===== src/rtl/fp_cmp_pipe.sv =====
// Pipelined sign/magnitude floating-point comparator with IEEE minNum/maxNum selection.
// Stage 1 holds operands, stage min(2,LAT) holds the relation, the last stage holds the selected result.
module fp_cmp_pipe #(
    parameter int  EXP_W = 8,
    parameter int  MAN_W = 7,
    parameter int  LAT   = 2,
    localparam int W     = 1 + EXP_W + MAN_W
) (
    input  logic         clk,
    input  logic         rst_n,
    input  logic         in_valid,
    output logic         in_ready,
    input  logic [W-1:0] a,
    input  logic [W-1:0] b,
    input  logic [1:0]   op,
    output logic         out_valid,
    input  logic         out_ready,
    output logic [1:0]   cmp,
    output logic [W-1:0] res,
    output logic         nan_flag
);

    localparam int MW = 2 * W + 5;
    localparam logic [W-1:0] QNAN = {1'b0, {EXP_W{1'b1}}, 1'b1, {(MAN_W-1){1'b0}}};

    function automatic logic f_is_nan(input logic [W-1:0] x);
        return (&x[W-2:MAN_W]) && (|x[MAN_W-1:0]);
    endfunction

    function automatic logic f_is_zero(input logic [W-1:0] x);
        return ~|x[W-2:0];
    endfunction

    function automatic logic [1:0] f_cmp(input logic [W-1:0] x, input logic [W-1:0] y);
        logic [1:0] rel;
        rel = 2'b00;
        if (f_is_nan(x) || f_is_nan(y)) begin
            rel = 2'b11;
        end else if ((f_is_zero(x) && f_is_zero(y)) || (x == y)) begin
            rel = 2'b00;
        end else if (x[W-1] != y[W-1]) begin
            rel = x[W-1] ? 2'b10 : 2'b01;
        end else if (x[W-2:0] > y[W-2:0]) begin
            // Larger magnitude is greater when positive, lesser when negative
            rel = x[W-1] ? 2'b10 : 2'b01;
        end else begin
            rel = x[W-1] ? 2'b01 : 2'b10;
        end
        return rel;
    endfunction

    function automatic logic [W-1:0] f_sel(input logic [W-1:0] x, input logic [W-1:0] y,
                                           input logic [1:0] sel_op, input logic [1:0] rel);
        logic [W-1:0] r;
        r = x;
        if (sel_op == 2'b01 || sel_op == 2'b10) begin
            if (rel == 2'b11) begin
                if (f_is_nan(x) && f_is_nan(y)) begin
                    r = QNAN;
                end else if (f_is_nan(x)) begin
                    r = y;
                end
            end else if (rel == 2'b00) begin
                // Equal with differing signs only happens for +0/-0
                if (x[W-1] != y[W-1]) begin
                    r = ((sel_op == 2'b01) == x[W-1]) ? x : y;
                end
            end else if (sel_op == 2'b01) begin
                r = (rel == 2'b10) ? x : y;
            end else begin
                r = (rel == 2'b01) ? x : y;
            end
        end
        return r;
    endfunction

    logic         r_out_valid;
    logic [1:0]   r_cmp;
    logic [W-1:0] r_res;
    logic         r_nan;
    logic         w_adv;

    logic         w_pre_valid;
    logic [W-1:0] w_pre_a;
    logic [W-1:0] w_pre_b;
    logic [1:0]   w_pre_op;
    logic [MW-1:0] w_mid_bus;
    logic [MW-1:0] w_sel_bus;

    logic         w_sel_valid;
    logic [W-1:0] w_sel_a;
    logic [W-1:0] w_sel_b;
    logic [1:0]   w_sel_op;
    logic [1:0]   w_sel_cmp;

    assign w_adv     = !r_out_valid || out_ready;
    assign in_ready  = w_adv;
    assign out_valid = r_out_valid;
    assign cmp       = r_cmp;
    assign res       = r_res;
    assign nan_flag  = r_nan;

    generate
        if (LAT == 1) begin : g_no_s1
            assign w_pre_valid = in_valid;
            assign w_pre_a     = a;
            assign w_pre_b     = b;
            assign w_pre_op    = op;
        end else begin : g_s1
            logic         r_s1_valid;
            logic [W-1:0] r_s1_a;
            logic [W-1:0] r_s1_b;
            logic [1:0]   r_s1_op;
            always_ff @(posedge clk or negedge rst_n) begin
                if (!rst_n) begin
                    r_s1_valid <= 1'b0;
                    r_s1_a     <= '0;
                    r_s1_b     <= '0;
                    r_s1_op    <= '0;
                end else if (w_adv) begin
                    r_s1_valid <= in_valid;
                    r_s1_a     <= a;
                    r_s1_b     <= b;
                    r_s1_op    <= op;
                end
            end
            assign w_pre_valid = r_s1_valid;
            assign w_pre_a     = r_s1_a;
            assign w_pre_b     = r_s1_b;
            assign w_pre_op    = r_s1_op;
        end
    endgenerate

    assign w_mid_bus = {w_pre_valid, w_pre_a, w_pre_b, w_pre_op, f_cmp(w_pre_a, w_pre_b)};

    // Relation stage followed by pass-through stages when LAT > 2
    generate
        if (LAT >= 3) begin : g_mid
            for (genvar gi = 0; gi < LAT - 2; gi++) begin : g_stage
                logic [MW-1:0] r_stage;
                if (gi == 0) begin : g_first
                    always_ff @(posedge clk or negedge rst_n) begin
                        if (!rst_n) begin
                            r_stage <= '0;
                        end else if (w_adv) begin
                            r_stage <= w_mid_bus;
                        end
                    end
                end else begin : g_next
                    always_ff @(posedge clk or negedge rst_n) begin
                        if (!rst_n) begin
                            r_stage <= '0;
                        end else if (w_adv) begin
                            r_stage <= g_stage[gi-1].r_stage;
                        end
                    end
                end
            end
            assign w_sel_bus = g_stage[LAT-3].r_stage;
        end else begin : g_no_mid
            assign w_sel_bus = w_mid_bus;
        end
    endgenerate

    assign {w_sel_valid, w_sel_a, w_sel_b, w_sel_op, w_sel_cmp} = w_sel_bus;

    always_ff @(posedge clk or negedge rst_n) begin
        if (!rst_n) begin
            r_out_valid <= 1'b0;
            r_cmp       <= '0;
            r_res       <= '0;
            r_nan       <= 1'b0;
        end else if (w_adv) begin
            r_out_valid <= w_sel_valid;
            r_cmp       <= w_sel_cmp;
            r_res       <= f_sel(w_sel_a, w_sel_b, w_sel_op, w_sel_cmp);
            r_nan       <= (w_sel_cmp == 2'b11);
        end
    end

endmodule

===== config.mk =====
export PLATFORM = sky130hd
export DESIGN_NAME = fp_cmp_pipe
export DESIGN_NICKNAME = d
export VERILOG_FILES = /design/src/rtl/fp_cmp_pipe.sv
export SDC_FILE = /design/constraint.sdc
export NUM_CORES = 1
export LEC_CHECK = 0
export BUFFER_PORTS_ARGS = -buffer_cell sky130_fd_sc_hd__buf_2
export CORE_ASPECT_RATIO = 0.75
export CORE_UTILIZATION = 61
export CTS_CLUSTER_DIAMETER = 60
export DETAILED_ROUTE_END_ITERATION = 16
export PLACE_DENSITY = 0.86
export SLEW_MARGIN = 20
export SYNTH_ARGS = -nofsm -noshare
export SYNTH_HDL_FRONTEND = slang
export SYNTH_SLANG_ARGS = --single-unit

===== constraint.sdc =====
create_clock -name clk -period 4.4 [get_ports clk]
set_clock_uncertainty 0.15 [all_clocks]
set_input_delay 0.22 -clock clk [delete_from_list [all_inputs] [get_ports clk]]
set_output_delay 0.22 -clock clk [all_outputs]
set_load 0.03 [all_outputs]

# Yosys cells after proc, flatten, opt, wreduce, memory -nomap -nowiden

Index checks and enable logic that the tools add are counted.

Output and inout port bits: 21
Logic and storage cells: 51
Memories kept: 0
Latch bits: 0
Bits in writable memories: 0
Memory bits (read-only): 0
Register bits: 55
Bits of input ports: 38

Add/subtract/negate cells: 0
Bitwise gates (word level): 0
Divide/modulo/power cells: 0
$mul: 0
Equal/unequal tests: 8
Reductions and logical operators: 18
$lt $le $gt $ge: 1
Shift-type cells: 0
Mux-type cells: 16

Operator list:

| cell               | number |
|---|---|
| $mux 16            | 10 |
| $reduce_or 15->1   | 2 |
| $eq 16x16->1       | 1 |
| $reduce_and 8->1   | 2 |
| $gt 15x15->1       | 1 |
| $reduce_or 7->1    | 2 |
| $mux 2             | 6 |
| $eq 2x2->1 const B | 3 |
| $eq 2x1->1 const B | 2 |
| $logic_and 1x1->1  | 4 |
| $logic_or 1x1->1   | 4 |
| $logic_not 1->1    | 3 |
| $logic_not 2->1    | 1 |
| $eq 1x1->1         | 1 |
| $ne 1x1->1         | 1 |

# Depth between registers and ports, before layout

Gate-level depths: netlist (run 1).

Depth after elaboration: 12
Mapped depth: 10
Depth with buffers taken out: 9

# Worst setup path after synthesis (run 1)

No wires, ideal clock.

Kind: register -> register
Start: register g_s1.r_s1_b[13]
End: register r_res[12], in the netlist res[12]
Data arrival time: 2.333 ns
Cell stages (with the launch flop): 9
Data required time: 4.124 ns
Path buffers: 0
Period minus slack after synthesis: 2.609 ns
Library setup time: 0.126 ns
Path slack: 1.791 ns
Cells stage by stage: dfrtp_1 inv_1 ha_1 and4_1 a211oi_1 mux2i_1 nand3_4 and2_4 o311a_1

Word-level cells in the longest chain between the ends: 12

RTL lines:

| item                                                                  | line | RTL |
|---|---|---|
| start, declared                                                       | 112  | `logic [W-1:0] r_s1_b;` |
| start signal, assigned                                                | 118  | `r_s1_b <= '0;` |
| start signal, assigned                                                | 123  | `r_s1_b <= b;` |
| parallel branches: the longest is 10 deep, another holds $gt 15x15->1 | --   |  |
| $mux 16 (*)                                                           | 57   | `if (rel == 2'b11) begin` |
| $mux 16 (*)                                                           | 56   | `if (sel_op == 2'b01 \|\| sel_op == 2'b10) begin` |
| end signal, assigned                                                  | 176  | `r_res <= f_sel(w_sel_a, w_sel_b, w_sel_op, w_sel_cmp);` |
| end, declared                                                         | 79   | `logic [W-1:0] r_res;` |

Every way passes the cells marked *.
A chain may end at the register's enable or synchronous reset.

# Worst setup path in the final report (run 1)

Start: register g_s1.r_s1_b[10]
End: register r_res[1], in the netlist res[1]

Same word-level chain as after synthesis.

==> results of run 1 <==
==> synthesized netlist by cell type, types with 2 or more instances <==
cell type / instances
o21ai_0: 34
dfrtp_1: 55
a31oi_1: 12
o21ai_1: 10
o2111ai_1: 2
inv_1: 25
nand3_1: 10
a2111oi_0: 2
buf_1: 2
buf_2: 5
o211ai_1: 3
nor2_1: 25
nand2_1: 69
nor3_1: 4
nor4_1: 4
a211oi_1: 3
nand4_1: 6
a21o_1: 4
and2_1: 3
a221oi_1: 11
mux2i_1: 5
o31ai_1: 12
o22ai_1: 3
and4_1: 4
o21a_1: 2
ha_1: 16
o311a_1: 4
a22oi_1: 2
clkbuf_1: 15
a21oi_1: 19
a21boi_1: 2
==> sequential cells by signal (all words and copies together) (netlist names) <==
register / count
out_valid: 1
g_s1.r_s1_a: 16
cmp: 2
res: 16
g_s1.r_s1_op: 2
nan_flag: 1
g_s1.r_s1_b: 16
g_s1.r_s1_valid: 1
==> power by group <==
part	switching [uW]	total (uW)	leakage [uW]	internal, uW
Clock	174	346	0.0000558	172
Sequential	114	729	0.000652	615
Combinational	518	808	0.00128	290
==> per-stage QoR <==
stage          hold WS (ns)  instance area (um2)    util
3_5_place_dp         0.2486                 3770  0.6968
5_1_grt              0.3022                 4242  0.7840
6_report             0.2845                 4242  0.7840
3_3_place_gp         0.2411                 3770  0.6968
4_1_cts              0.2804                 4242  0.7840
2_1_floorplan       -0.2256                 3453       -
==> path summary, 6_finish.rpt <==
| path | startpoint | to | slack, ns | cells after the start |
|---|---|---|---|---|
| hold reg to reg | g_s1.r_s1_valid$_DFFE_PN0P_ | g_s1.r_s1_valid$_DFFE_PN0P_ | 0.33 | 2 |
| min in group asynchronous | rst_n | g_s1.r_s1_b[3]$_DFFE_PN0P_ | 0.41 | 3 |
| setup / recovery | g_s1.r_s1_b[10]$_DFFE_PN0P_ | res[1]$_DFFE_PN0P_ | 1.03 | 9 |
| hold / removal | out_ready | g_s1.r_s1_valid$_DFFE_PN0P_ | 0.28 | 5 |
| setup reg to reg | g_s1.r_s1_b[10]$_DFFE_PN0P_ | res[1]$_DFFE_PN0P_ | 1.03 | 9 |
| max in group asynchronous | rst_n | g_s1.r_s1_a[8]$_DFFE_PN0P_ | 3.24 | 3 |
==> cells by family (layout without fill, tap and decap cells) <==
kind of cell               Yosys count  count (layout)  share of synthesized area
DFF                                 55              55                     0.3986
and+or+nand+nor                    138             138                     0.1975
muxes                                6               6                    0.01848
AOI/OAI and AO/OA                  136             136                     0.2645
buffers and inverters               51             134                    0.06050
adders and majority gates           16              16                    0.05797
xor gates and xnor gates             1               1                   0.002537
==> cell type report <==
type | instances | area [um2] | share of cell area
clock buffer | 6 | 72.57 | 0.01711
clock inverter | 2 | 38.79 | 0.009145
inverter | 27 | 101.3 | 0.02389
multi-input combinational | 297 | 1871 | 0.4410
sequential | 55 | 1376 | 0.3245
tap | 75 | 93.84 | 0.02212
timing repair buffer | 99 | 688.2 | 0.1622
==> what timing repair did <==
action                                  CTS  global route
endpoints found under the setup margin    0             0
hold endpoints to repair                 90             0
hold buffers                             36             0
==> per-layer routing <==
metal  share of wire  global-route usage  up-vias  wire, um
met4           0.017              0.1210        0       171
met1            0.43              0.5157     1663      4310
li1                -                   -     1634         -
met2            0.44              0.5423      245      4422
met3            0.11             0.06968       22      1065
met5               0                   0        -         0
==> worst max-delay path, cell delays in order (launching register included) <==
cell,delay [ns]
dfrtp_1,0.45
inv_1,0.11
ha_1,0.32
a21oi_1,0.16
o21ai_1,0.14
a211oi_1,0.41
mux2i_1,0.48
nand4_1,0.56
a31oi_1,0.35
o22ai_1,0.11
==> results_dict.tcl, run 1 <==
set metrics [dict create \
    status "completed" \
    cts.root.buffer_cell "clkbuf_8" \
    final_cells 561 \
    clk_latency_ns 0.32 \
    grt_pass1_vias 3348 \
    fin_ws_ns 1.025 \
    leakage_uw 0.001985 \
    cts_resized 0 \
    worst-setup-path-type "reg -> reg" \
    grt_overflow 0 \
    cts_tree "built" \
    start_util 0.6383 \
    port_buffers 58 \
    cp.arrival_ns 3.42 \
    area_delta_synth_final_pct 22.83 \
    postSynthAreaPerCell_um2 8.569 \
    ys.flop_type "dfrtp_1" \
    maxSlewHeadroom 0.2865 \
    grt_max_degree 56 \
    synth_edf_count 0 \
    required_ns 4.45 \
    layout-drive-gt1-share 0.1728 \
    clk_pin_slew_ns 0.10 \
    numCtsBuffers 5 \
    setup_viol 0 \
    yosysWarnings 0 \
    grt_pass1_wl_um 15950 \
    post-cts-setup-buffer-count 0 \
    vias 3564 \
    critPathCaptureType "register" \
    grt_usage 0.3579 \
    cp-start-kind "register" \
    grt_setup_unrepaired "no" \
    layout_commonest_cell "nand2_1" \
    antenna_found_initial 0 \
    drt_iter0_drc 442 \
    drc 0 \
    io_pins 59 \
    cellPowerDensity_mw_per_mm2 444.1 \
    dp_cells 517 \
    finalHoldViolCount 0 \
    cts_buffer_depth 2 \
    post-place-ws_ns 1.184 \
    ant_nets 0 \
    min_period_ns 3.375 \
    p_total_uw 1884 \
    nFillCells 397 \
    synthTopCellsByArea "dfrtp_1 (40%), nand2_1 (7.5%), ha_1 (5.8%), o21ai_0 (4.9%), a221oi_1 (2.8%)" \
    fin_nets 539 \
    synthDistinctLibCells 61 \
    ys_ff_latch 55 \
    wl_per_cell_um 17.77 \
    syn_area_mm2 0.003453 \
    place.gp.congestion 0.9161 \
    vias_per_cell 6.353 \
    htreeDepth 2 \
    fin_setup_tns_ns 0 \
    synth.largest_area_cell "dfrtp_1" \
    drt_pass1_iterations 5 \
    cts.sinks 55 \
    slew_violations 0 \
    path_max_fanout 11 \
    synth-seq-area-share 0.3986 \
    cap_violations 0 \
    holdCritPathClass "in -> reg" \
    die-area_mm2 0.005969 \
    tightest_slew_ns 1.069 \
    synth_top_cell_area_share 0.3986 \
    fmax_ghz 0.2963 \
    diodes 0 \
    core_area_mm2 0.005410 \
    die_w_um 88.88 \
    layout_common_cells "nand2_1 (69), buf_2 (58), dfrtp_1 (55)" \
    wirelength_um 9969 \
    async_reset_ff_frac 1.000 \
    place.detailed.hpwl_um 6535 \
    synth_nets 457 \
    fin_crit_sh 0.7670 \
    rows 23 \
    syn_inst 403 \
    fp.dieH_um 67.16 \
    ir_drop_v 0.0002708 \
]
Power figures use the tool's default switching activity.
==> run 2: changes to the inputs <==
Settings changed: ABC_AREA set to 1, CORE_UTILIZATION 61 to 59, PLACE_DENSITY 0.86 to 0.82.
Clock period 4.4 ns to 3.15 ns, I/O delays scaled along.
==> run 2 against run 1 <==
Effect of this change: final cell count is 41% higher; fmax is 18% higher; sequential cell count stayed put; die area is 26% higher; largest cell class unchanged; highest routed layer unchanged.
==> results_dict.tcl, run 2 <==
set metrics [dict create \
    cp.arrival_ns 2.96 \
    synth_simple_gate_area_frac 0.3508 \
    drc 0 \
    ys_ff_latch 55 \
    vias 4699 \
    grt_overflow 0 \
    synth_compound_area_frac 0.1405 \
    critPathCaptureType "register" \
    wirelength_um 13710 \
    fin_crit_sh 0.9059 \
    die_w_um 99.86 \
    grt_pass1_vias 4228 \
    ys.flop_type "dfrtp_1" \
    synthDistinctLibCells 32 \
    post-place-ws_ns 0.2984 \
    finalHoldViolCount 0 \
    htreeDepth 2 \
    cts_tree "built" \
    cts_buffer_depth 2 \
    fin_ws_ns 0.2964 \
    critPathBufInv 1 \
    ir_drop_v 0.0003518 \
    grt_max_degree 43 \
    synth_nets 670 \
    start_util 0.6174 \
    tightest_slew_ns 0.6497 \
    required_ns 3.26 \
    drt_iter0_drc 614 \
    synth_edf_count 0 \
    cellPowerDensity_mw_per_mm2 591.7 \
    setup_viol 0 \
    postSynthAreaPerCell_um2 6.880 \
    port_buffers 58 \
    post-cts-setup-buffer-count 0 \
    synthAdderAreaFrac 0.04724 \
    syn_area_mm2 0.004238 \
    core_area_mm2 0.006864 \
    diodes 0 \
    ant_nets 0 \
    synth_top_cell_area_share 0.3248 \
    slew_violations 0 \
    numCtsBuffers 5 \
    synth_commonest_cells "nand2_1 (195), o21ai_0 (66), dfrtp_1 (55), nand3_1 (55), inv_1 (42)" \
    maxSlewHeadroom 0.5662 \
    area_delta_synth_final_pct 15.83 \
    worst-setup-path-type "reg -> reg" \
    fin_nets 748 \
    async_reset_ff_frac 1.000 \
    antenna_found_initial 0 \
    postLayoutCoreUtil 0.7151 \
    vias_per_cell 5.926 \
    yosysWarnings 0 \
    io_pins 59 \
    die-area_mm2 0.007529 \
    final_cells 793 \
    synth.largest_area_cell "dfrtp_1" \
    p_total_uw 2904 \
    cts.root.buffer_cell "clkbuf_8" \
    synth-seq-area-share 0.3248 \
    grt_pass1_wl_um 21690 \
    cp_common_cell "nand2_1" \
    critical-path-top-delay-family "simple AND/OR/NAND/NOR gates" \
    wl_per_cell_um 17.29 \
    layout_common_cells "nand2_1 (195), o21ai_0 (66), buf_2 (58)" \
    drt_pass1_iterations 5 \
    clk_pin_slew_ns 0.10 \
    fp.dieH_um 75.40 \
    holdCritPathClass "in -> reg" \
    path_cells "inv_1, ha_1, nand2_1, nor2_2, and3_1, nand2_1, nand2_2, nand3_1, nand2_4, nand3_4, nand2_1, nand3_1, nand3_1, nand2_1, nand2_1, nand2_1, nand2_1" \
    syn_inst 616 \
    cpPeakStageDelay_ns 0.45 \
    yosysMostFrequentCell "nand2_1" \
    path_max_fanout 18 \
    synthMuxAreaShare 0 \
    grt_setup_unrepaired "no" \
    status "completed" \
    min_period_ns 2.854 \
    synthTopCellsByArea "dfrtp_1 (32%), nand2_1 (17%), o21ai_0 (7.8%), nand3_1 (6.5%), nand4_1 (6.1%)" \
    cts.sinks 55 \
    cap_violations 0 \
    place.gp.congestion 0.9221 \
    dp_cells 750 \
    fmax_ghz 0.3504 \
    grt_usage 0.3809 \
    place.detailed.hpwl_um 9121 \
    clk_latency_ns 0.32 \
    cts_resized 0 \
    layout-drive-gt1-share 0.1799 \
    fin_setup_tns_ns 0 \
    cp-start-kind "register" \
    crit_path_top_delay_cell "dfrtp_1" \
    rows 26 \
    synth_xor_area_frac 0.002067 \
    synth_top_family_by_area "simple AND/OR/NAND/NOR gates" \
    leakage_uw 0.002594 \
    layout_commonest_cell "nand2_1" \
]
## run 2: cell count changes after synthesis, sizes merged, moves of 13 or more
cell / change
a21oi: +13
inv: +43
nand2: +132
nand3: +46
nand4: +34
o21ai: +22
## run 2: final timing paths
path                                                   from                          end  slack [ns]  depth (start not counted)
worst max-delay path            g_s1.r_s1_b[12]$_DFFE_PN0P_           res[5]$_DFFE_PN0P_        0.30                         17
worst min-delay path                                  b[15]  g_s1.r_s1_b[15]$_DFFE_PN0P_        0.02                          3
worst max register to register  g_s1.r_s1_b[12]$_DFFE_PN0P_           res[5]$_DFFE_PN0P_        0.30                         17
worst min register to register  g_s1.r_s1_valid$_DFFE_PN0P_        out_valid$_DFFE_PN0P_        0.33                          2
max in group asynchronous                             rst_n  g_s1.r_s1_a[13]$_DFFE_PN0P_        1.79                          3
min in group asynchronous                             rst_n           res[4]$_DFFE_PN0P_        0.22                          2
## run 2: cell type report
cell class                      instances  area, um2
Multi-Input combinational cell        456       2297
Fill cell                             570       1956
Sequential cell                        55       1376
Timing Repair Buffer                  107      755.7
Inverter                               69      261.5
Tap cell                               98      122.6
Clock buffer                            7      86.33
Clock inverter                          1      8.758
## run 2: through the flow
step / hold WS (ns) / area (um2)
global placement: 0.004867 / 4467
finish: 0.02329 / 4908
global route: 0.04385 / 4908
CTS: 0.008763 / 4902
floorplan: -0.2881 / 4238
detailed placement: 0.02629 / 4467
## run 2: timing repair
action | 4_1_cts | 5_1_grt
endpoints found under the setup margin | 0 | 3
endpoints found under the hold margin | 55 | 0
hold buffers | 34 | 0
## run 2: cells by family (layout without fill, tap and decap cells)
group	count (synthesis)	after routing
buffers and inverters	106	184
DFF	55	55
and+or+nand+nor	325	326
adders and majority gates	16	16
xor gates and xnor gates	1	1
AOI/OAI and AO/OA	113	113
## run 2: worst reg2reg max path: stages (launching register included)
cell	delay, ns
dfrtp_1	0.45
inv_1	0.17
ha_1	0.34
nand2_1	0.07
nor2_2	0.14
and3_1	0.17
nand2_1	0.06
nand2_2	0.07
nand3_1	0.12
nand2_4	0.26
nand3_4	0.27
nand2_1	0.14
nand3_1	0.07
nand3_1	0.08
nand2_1	0.05
nand2_1	0.06
nand2_1	0.08
nand2_1	0.07
## run 2: layer usage
metal | up-vias | share of wire | global-route usage
met5 | - | 0 | 0
met3 | 30 | 0.15 | 0.09725
met2 | 335 | 0.42 | 0.5693
met4 | 0 | 0.015 | 0.09477
li1 | 2203 | - | -
met1 | 2131 | 0.42 | 0.5529
## run 2: report_power, final
part           leakage [uW]  switching [uW]  internal (uW)
Sequential         0.000657             125            857
Combinational       0.00189            1020            469
Clock             0.0000484             256            181
